===== config.mk =====
export PLATFORM = sky130hd
export DESIGN_NAME = wb_block_master
export DESIGN_NICKNAME = d
export VERILOG_FILES = /design/src/rtl/wb_block_master.sv
export SDC_FILE = /design/constraint.sdc
export NUM_CORES = 1
export LEC_CHECK = 0
export CAP_MARGIN = 5
export CORE_UTILIZATION = 35
export CTS_CLUSTER_SIZE = 24
export DETAILED_ROUTE_END_ITERATION = 12
export PLACE_DENSITY = 0.65
export RECOVER_POWER = 25
export SLEW_MARGIN = 10
export SYNTH_ARGS = -nofsm -noshare
export SYNTH_HDL_FRONTEND = slang
export SYNTH_SLANG_ARGS = --single-unit

===== constraint.sdc =====
create_clock -name wb_clk_i -period 10.86 [get_ports wb_clk_i]
set_input_delay 2.172 -clock wb_clk_i [delete_from_list [all_inputs] [get_ports wb_clk_i]]
set_output_delay 2.172 -clock wb_clk_i [all_outputs]
set_load 0.005 [all_outputs]

===== src/rtl/wb_block_master.sv =====
// Wishbone classic-cycle block initiator: streams a block of 32-bit words
// to or from a responder, one single-word cycle per word, with a gap clock.
// Ports: cmd_* block command in; wdata/wvalid/wready write stream;
// rdata/rvalid read stream; busy/done/err status; wb_* Wishbone initiator.
// Optional: define WB_BLOCK_MASTER_TIMEOUT_EN for the per-word ack timeout.
module wb_block_master #(
  parameter int TIMEOUT = 255
) (
  input  logic        wb_clk_i,
  input  logic        rst,
  input  logic        cmd_valid,
  output logic        cmd_ready,
  input  logic        cmd_we,
  input  logic [31:0] cmd_addr,
  input  logic [15:0] cmd_len,
  input  logic [31:0] wdata,
  input  logic        wvalid,
  output logic        wready,
  output logic [31:0] rdata,
  output logic        rvalid,
  output logic        busy,
  output logic        done,
  output logic        err,
  output logic        wb_cyc_o,
  output logic        wb_stb_o,
  output logic        wb_we_o,
  output logic [31:0] wb_addr_o,
  output logic [3:0]  wb_sel_o,
  output logic [31:0] wb_data_o,
  input  logic [31:0] wb_data_i,
  input  logic        wb_ack_i
);

  typedef enum logic [2:0] {
    IDLE, FETCH, BUS, GAP, DONE
  } state_t;

  state_t      state;
  state_t      nxt;
  logic        alive;
  logic        we_r;
  logic [31:0] addr_r;
  logic [15:0] cnt;
  logic [31:0] data_r;
  logic [31:0] rdata_r;
  logic        rvalid_r;
  logic        busy_r;
  logic        done_r;
  logic        err_r;
  logic        accept;
  logic        ack;
  logic        expire;

  assign accept = cmd_ready & cmd_valid;
  assign ack    = (state == BUS) & wb_ack_i;

`ifdef WB_BLOCK_MASTER_TIMEOUT_EN
  localparam int TW = $clog2(TIMEOUT + 1);
  logic [TW-1:0] to_cnt;

  // An ack on the expiry edge wins, so expiry is qualified by !ack.
  assign expire = (state == BUS) & ~wb_ack_i &
                  (to_cnt == TW'(TIMEOUT - 1));

  always_ff @(posedge wb_clk_i or posedge rst) begin
    if (rst)
      to_cnt <= '0;
    else if (state != BUS)
      to_cnt <= '0;
    else if (!wb_ack_i)
      to_cnt <= to_cnt + 1'b1;
  end
`else
  assign expire = 1'b0;
`endif

  always_ff @(posedge wb_clk_i or posedge rst) begin
    if (rst)
      state <= IDLE;
    else
      state <= nxt;
  end

  always_comb begin
    nxt = state;
    unique case (state)
      IDLE:
        if (accept) begin
          if (cmd_len == 16'd0) nxt = DONE;
          else if (cmd_we)      nxt = FETCH;
          else                  nxt = BUS;
        end
      FETCH:
        if (wvalid) nxt = BUS;
      BUS:
        if (wb_ack_i)    nxt = GAP;
        else if (expire) nxt = DONE;
      GAP:
        if (cnt == 16'd0) nxt = DONE;
        else if (we_r)    nxt = FETCH;
        else              nxt = BUS;
      DONE:
        nxt = IDLE;
      default:
        nxt = IDLE;
    endcase
  end

  // cmd_ready is gated by alive so it stays low during reset and
  // rises on the first clock after release.
  always_comb begin
    cmd_ready = alive & (state == IDLE);
    wready    = (state == FETCH);
    wb_cyc_o  = (state == BUS);
    wb_stb_o  = (state == BUS);
    wb_we_o   = (state == BUS) & we_r;
    wb_sel_o  = (state == BUS) ? 4'hF : 4'h0;
  end

  always_ff @(posedge wb_clk_i or posedge rst) begin
    if (rst) begin
      alive    <= 1'b0;
      we_r     <= 1'b0;
      addr_r   <= '0;
      cnt      <= '0;
      data_r   <= '0;
      rdata_r  <= '0;
      rvalid_r <= 1'b0;
      busy_r   <= 1'b0;
      done_r   <= 1'b0;
      err_r    <= 1'b0;
    end else begin
      alive    <= 1'b1;
      rvalid_r <= ack & ~we_r;
      done_r   <= (state == DONE);
      if (accept) begin
        we_r   <= cmd_we;
        addr_r <= cmd_addr & 32'hFFFF_FFFC;
        cnt    <= cmd_len;
        err_r  <= 1'b0;
        busy_r <= 1'b1;
      end
      if ((state == FETCH) && wvalid)
        data_r <= wdata;
      if (ack) begin
        cnt    <= cnt - 16'd1;
        addr_r <= addr_r + 32'd4;
        if (!we_r)
          rdata_r <= wb_data_i;
      end
      if (expire)
        err_r <= 1'b1;
      if (state == DONE)
        busy_r <= 1'b0;
    end
  end

  assign wb_addr_o = addr_r;
  assign wb_data_o = data_r;
  assign rdata     = rdata_r;
  assign rvalid    = rvalid_r;
  assign busy      = busy_r;
  assign done      = done_r;
  assign err       = err_r;

endmodule


==> results of run 1 <==
==> power by group <==
group	total [mW]	leakage (nW)	switching, mW	internal (mW)
Sequential	0.837	1.42	0.186	0.650
Clock	0.625	0.326	0.209	0.416
Combinational	0.891	1.71	0.319	0.571
Total	2.35	3.46	0.714	1.64
==> final timing paths <==
check	from	to	cells past startpoint	slack, ns
min	wb_data_o[23]	wb_data_o[23]	1	0.48
max in group wb_clk_i	state[1]	wb_we_o	3	6.31
max reg2reg	state[1]	wb_addr_o[25]	6	7.82
max	rst	wb_addr_o[19]	3	6.14
min in group asynchronous	rst	wb_data_o[17]	2	2.98
min reg2reg	wb_data_o[23]	wb_data_o[23]	1	0.48
==> flip-flops by register name, indices dropped and copies added (netlist names) <==
name and flops:
cnt 16, rvalid 1, wb_addr_o 30, we_r 1, busy 1, wb_data_o 32
state 3, rdata 32, done 1, alive 1
==> per-layer routing <==
| metal | vias up | part of all wire, % | global-route usage, % |
|---|---|---|---|
| met5 | - | 0 | 0 |
| met4 | 0 | 1.3 | 6.16 |
| met3 | 18 | 7.6 | 5.59 |
| met2 | 201 | 50 | 33.1 |
| met1 | 2311 | 41 | 23.0 |
| li1 | 2245 | - | - |
==> cells in the final DEF (no fill, tap or decap), drive strengths merged, types with 2 or more instances in the layout <==
| cell | instances |
|---|---|
| or2 | 2 |
| a221oi | 2 |
| o311ai | 9 |
| nor3 | 8 |
| a21oi | 10 |
| or4 | 3 |
| ha | 2 |
| a21o | 2 |
| nand2b | 4 |
| a311oi | 2 |
| nand4 | 17 |
| o22ai | 6 |
| nor2b | 2 |
| dlygate4sd3 | 12 |
| clkdlybuf4s50 | 209 |
| o211ai | 13 |
| a31oi | 6 |
| nor4 | 13 |
| xnor2 | 2 |
| buf | 4 |
| mux2 | 64 |
| mux2i | 4 |
| bufinv | 5 |
| clkbuf | 19 |
| and2 | 4 |
| dfrtp | 118 |
| o21a | 3 |
| a221o | 4 |
| nor2 | 36 |
| nand2 | 48 |
| inv | 12 |
| nand3 | 25 |
| conb | 4 |
| clkinv | 5 |
| a211oi | 4 |
| nor3b | 3 |
| o21ai | 15 |
==> cell type report <==
cell class	instances	area, µm²	area share, %
clock buffer	18	439	5.12
inverter	9	35.0	0.409
clock inverter	14	221	2.58
sequential	118	2950	34.4
tap	211	264	3.08
timing repair buffer	226	2250	26.2
multi-input combinational	334	2420	28.2
==> kinds of logic (layout without fill, tap and decap cells) <==
family | after synthesis | count (layout) | synth area share, %
and+or+nand+nor | 173 | 173 | 17.9
DFF | 118 | 118 | 53.1
AOI/OAI and AO/OA | 85 | 85 | 10.8
muxes | 68 | 68 | 13.7
buffers and inverters | 41 | 267 | 3.67
adders and majority gates | 2 | 2 | 0.450
other | 2 | 4 | 0.135
xor gates and xnor gates | 2 | 2 | 0.315
==> metrics by stage <==
step / util, % / power [mW] / setup WS, ns / cells / area (µm²)
2_1_floorplan: - / 1.22 / 5.56 / 493 / 5570
3_3_place_gp: 51.5 / 1.72 / 6.38 / 898 / 7920
3_5_place_dp: 51.5 / 1.75 / 6.35 / 898 / 7920
4_1_cts: 55.8 / 2.39 / 6.27 / 930 / 8580
5_1_grt: 55.8 / 2.50 / 5.58 / 930 / 8580
6_report: 55.8 / 2.35 / 6.14 / 930 / 8580
==> worst max-delay path, delay by kind of cell <==
family | cells | cell delay [ns]
buf+inv | 3 | 2.89
==> summary.md, run 1 <==
| Metric | Value |
|---|---|
| Outcome | `complete, but fails checks` |
| Violated checks | `capacitance limit, slew limit` |
| DRT Pass-1 Iters | `4` |
| N_diodes | `0` |
| Root Buffer | `clkbuf_16` |
| Hold slack | `0.478 ns` |
| Setup_tns | `0 ns` |
| Post-cts resize count | `0` |
| DRC | `0` |
| Total length of routed wires | `about 15 mm` |
| Ys flop type | `dfrtp_1` |
| First-pass GRT wire length | `about 24 mm` |
| Hold buffer count at cts | `0` |
| Total GRT Usage | `between 10% and 20%` |
| Htree depth | `4` |
| Final hold vios | `0` |
| RSZ-0062 raised after global routing | `no` |
| Synthesized area | `between 5000 and 6000 µm²` |
| Max stage delay cell, worst path | `clkinvlp_2` |
| Crit path required time | `about 11 ns` |
| Area contributors post-synth | `dfrtp_1, mux2_2, nand2_1, nor2_1, nand3_1` |
| Hold WC Path Type | `flip-flop to flip-flop` |
| Hpwl dp | `10.9 mm` |
| Port bufs | `around 220` |
| Layout area overhead | `54.2%` |
| Num rows | `45` |
| Distinct cells, synth | `66` |
| Die span in y | `between 100 and 150 µm` |
| Synth async-reset ratio | `100%` |
| Power per Cell Area | `274 nW/µm²` |
| Die Wd | `between 100 and 150 µm` |
| CTS clk-pin slew, worst paths | `~0.05 ns` |
| Net count, final | `approximately 830` |
| Vias in the first global route | `between 4,000 and 5,000` |
| Maxcap violations | `2` |
| Final period util | `between 40% and 50%` |
| IO Count | `approximately 230` |
| ANT nets after route | `0` |
| DR vias/cell | `a little over 5` |
| Seq/Total Area, Yosys | `roughly 53%` |
| Largest net degree at the start of global routing | `64` |
| Post-Syn Area per Cell | `11.3 µm²` |
| Leading cell type by number of instances after synthesis | `dfrtp_1` |
| CP Cell Sequence | `dlygate4sd3_1 > clkinvlp_2 > buf_4` |
| Final Skew | `~0.0070 ns` |
| Iter 0 DRT Violations | `slightly above 200` |
| Post-synth top area share | `53.1%` |
| Synth area leader | `dfrtp_1` |
| Arrival time worst endpoint | `slightly above 5 ns` |
| Setup Viol. Count Final | `0` |
| Effective utilization at floorplan | `about 36%` |
| CTS buffer count | `17` |
| Antenna violations before repair | `0` |
| Tmin final | `approximately 4.7 ns` |
| Avg WL per Cell | `about 16 µm` |
| Max-slew headroom | `-83.2%` |
| Number of synthesized flops with an enable pin | `0` |
| Core Area | `between 15,000 and 20,000 µm²` |
| Synth Warn # | `0` |
| Crit. End Element | `async pin` |
| Synth cell count leaders | `dfrtp_1, mux2_2, nand2_1` |
| P_leak | `3.46 nW` |
| Worst-path fanout max | `63` |
| Mapped Cells | `approximately 500` |
| FILL cells | `1,307` |
| Worst vdd ir | `roughly 0.00013 V` |
| Worst path max stage delay | `between 1.5 and 2 ns` |
| Clock buffer depth | `2` |
| Layout cell share with drive strength beyond 1 | `roughly 17%` |
| Setup crit start kind | `input port` |
| Worst skew pair latency | `0.41 ns` |
| Vias | `4,775` |
| Grt total ovfl | `0` |
| Postcts setup bufs | `0` |
| Seq cells post-synth | `roughly 120` |
| Critical path type | `input port to async pin` |
| Die area | `between 15,000 and 20,000 µm²` |
| Number of clock sinks | `approximately 120` |
| CTS tree | `built` |
| Actual slew at the worst max-slew pin | `between 2 and 3 ns` |
| GPL Wtd Cong | `0.822` |
| Slew Limit Fails | `roughly 110` |
| Fmax | `212 MHz` |
(Power assumes the default switching activity.)
==> run 2: changes to the inputs <==
clock period = 4.9 ns   (was 10.86 ns; I/O delays follow)
==> run 2 against run 1 <==
The run still ends with capacitance limit, slew limit left. Final cell count is 0.11% higher. Worst hold slack better by 0.0079 ns. Worst setup slack worse by 4.7 ns. Highest routed layer unchanged.
==> summary.md, run 2 (synthesis gave the netlist of run 1 again) <==
| Metric | Value |
|---|---|
| Outcome | `complete, but fails checks` |
| Violated checks | `capacitance limit, slew limit` |
| Post-Layout Inst Area | `8540 µm² (-0.36%)` |
| Num rows | `45 (unchanged)` |
| Actual slew at the worst max-slew pin | `2.70 ns (-0.0350 ns)` |
| Layout cell share with drive strength beyond 1 | `16.8% (+0.12 points)` |
| Maxcap violations | `2 (unchanged)` |
| Die span in y | `128 µm (unchanged)` |
| Total length of routed wires | `15.7 mm (+2.8%)` |
| Setup crit start kind | `input port` |
| Max-slew headroom | `-80.8% (+2.3 points)` |
| Internal reg-to-reg setup slack | `1.81 ns (-6.01 ns)` |
| Post-cts resize count | `0 (unchanged)` |
| Number of clock sinks | `118 (unchanged)` |
| Postcts setup bufs | `0 (unchanged)` |
| DR vias/cell | `5.21 (+1.5%)` |
| Layout area overhead | `53.6%` |
| Worst path max stage delay | `1.53 ns (about the same)` |
| First-pass GRT wire length | `24.7 mm (+1.4%)` |
| FF-to-FF End | `wb_addr_o[25]` |
| DRC | `0 (unchanged)` |
| Critical path type | `input port to async pin` |
| Final period util | `about 71%` |
| Final Skew | `0.00886 ns (+0.00184 ns)` |
| Hold path start | `wb_data_o[23]` |
| Root Buffer | `clkbuf_16` |
| Worst skew pair latency | `0.41 ns (about the same)` |
| Most frequent cells in the layout | `clkdlybuf4s50_1, dfrtp_1, mux2_2, nand2_1, nor2_1` |
| Vias in the first global route | `4,891 (+1.3%)` |
| Fmax | `289 MHz` |
| Worst r2r src | `state[1]` |
| IO Count | `227 (unchanged)` |
| Largest net degree at the start of global routing | `61 (-4.7%)` |
| Net count, final | `827 (+0.12%)` |
| Hpwl dp | `11.1 mm (+2.0%)` |
| Area occupied by multi-input gates | `2420 µm² (unchanged)` |
| Clock buffer depth | `2 (unchanged)` |
| WHS Path Cells | `1 (unchanged)` |
| Commonest non-fill, non-tap cell in the layout | `clkdlybuf4s50_1` |
| Hold buffer count at cts | `0 (unchanged)` |
| RSZ-0062 raised after global routing | `no` |
| Crit. End Element | `async pin` |
| Crit path required time | `5.35 ns (-5.96 ns)` |
| DRT Pass-1 Iters | `4 (unchanged)` |
| Power per Cell Area | `605 nW/µm² (+120%)` |
| Total GRT Usage | `19.5% (+0.27 points)` |
| GPL Wtd Cong | `0.820 (-0.33%)` |
| Antenna violations before repair | `0 (unchanged)` |
| Port bufs | `221 (unchanged)` |
| Grt total ovfl | `0 (unchanged)` |
| Setup Viol. Count Final | `0 (unchanged)` |
| Hold slack | `0.486 ns (+0.00785 ns)` |
| Worst-path fanout max | `60 (-4.8%)` |
| CTS buffer count | `17 (unchanged)` |
| Tmin final | `3.46 ns` |
| Max stage delay cell, worst path | `clkinvlp_2` |
| Die area | `16,400 µm² (unchanged)` |
| Worst vdd ir | `0.000294 V (+130%)` |
| Cell Area, Placed | `7930 µm² (about the same)` |
| Die Wd | `128 µm (unchanged)` |
| CP Cell Sequence | `dlygate4sd3_1 > clkinvlp_2 > clkbuf_2` |
| Core Area | `15,400 µm² (unchanged)` |
| Setup_tns | `0 ns (unchanged)` |
| N_diodes | `0 (unchanged)` |
| Iter 0 DRT Violations | `160 (-22%)` |
| Avg WL per Cell | `16.8 µm (+2.7%)` |
| Hold WC Path Type | `flip-flop to flip-flop` |
| Arrival time worst endpoint | `3.91 ns (-1.26 ns)` |
| CTS clk-pin slew, worst paths | `0.05 ns (about the same)` |
| Htree depth | `4 (unchanged)` |
| Worst reg2reg path depth | `6 (unchanged)` |
| FF+latch area | `2950 µm² (unchanged)` |
| Vias | `4,850 (+1.6%)` |
| CTS tree | `built` |
| Effective utilization at floorplan | `36.2% (unchanged)` |
| FILL cells | `1,336 (+2.2%)` |
| P_leak | `3.43 nW (-0.70%)` |
| ANT nets after route | `0 (unchanged)` |
| Final hold vios | `0 (unchanged)` |
| Worst hold endpoint | `wb_data_o[23]` |
| Slew Limit Fails | `104 (-2.8%)` |
==> run 2: critical path, delay by kind of cell <==
family / cells / cell delay (ns)
buffers and inverters: 3 / 2.90
==> run 2: how the worst max path moves through the flow <==
stage / start / to / slack (ns) / cells past startpoint
3_3_place_gp: wb_ack_i / wb_addr_o[6] / 1.66 / 5
3_5_place_dp: wb_ack_i / wb_addr_o[6] / 1.64 / 5
4_1_cts: state[1] / wb_we_o / 1.48 / 3
2_1_floorplan: rst / alive / 0.79 / 1
6_report: rst / state[2] / 1.44 / 3
5_1_grt: rst / wb_data_o[9] / 0.89 / 3
==> run 2: cell type report <==
cell class                      instances  share of cell area, %
Timing Repair Buffer                  227                   26.3
Clock inverter                         11                   1.71
Clock buffer                           21                   5.62
Tap cell                              211                   3.09
Sequential cell                       118                   34.6
Inverter                                9                  0.410
Multi-Input combinational cell        334                   28.3
==> run 2: report_power, final <==
part           switching (mW)  internal (mW)
Combinational           0.719           1.28
Sequential              0.428           1.44
Clock                   0.446          0.854
Total                    1.59           3.57
==> run 2: layer usage <==
metal | up-vias | track usage (%) | share of wire (%)
li1 | 2238 | - | -
met1 | 2373 | 22.8 | 40
met2 | 215 | 33.9 | 51
met3 | 24 | 6.47 | 7.5
met4 | 0 | 5.67 | 1.6
met5 | - | 0 | 0
==> run 2: per-stage QoR <==
step / instances / power, mW / utilization (%) / setup slack, ns
after floorplan: 493 / 2.71 / - / 0.791
after global placement: 899 / 3.81 / 51.6 / 1.66
after detailed placement: 899 / 3.89 / 51.6 / 1.64
after CTS: 931 / 5.22 / 55.7 / 1.48
after global routing: 931 / 5.48 / 55.6 / 0.889
final: 931 / 5.17 / 55.6 / 1.44
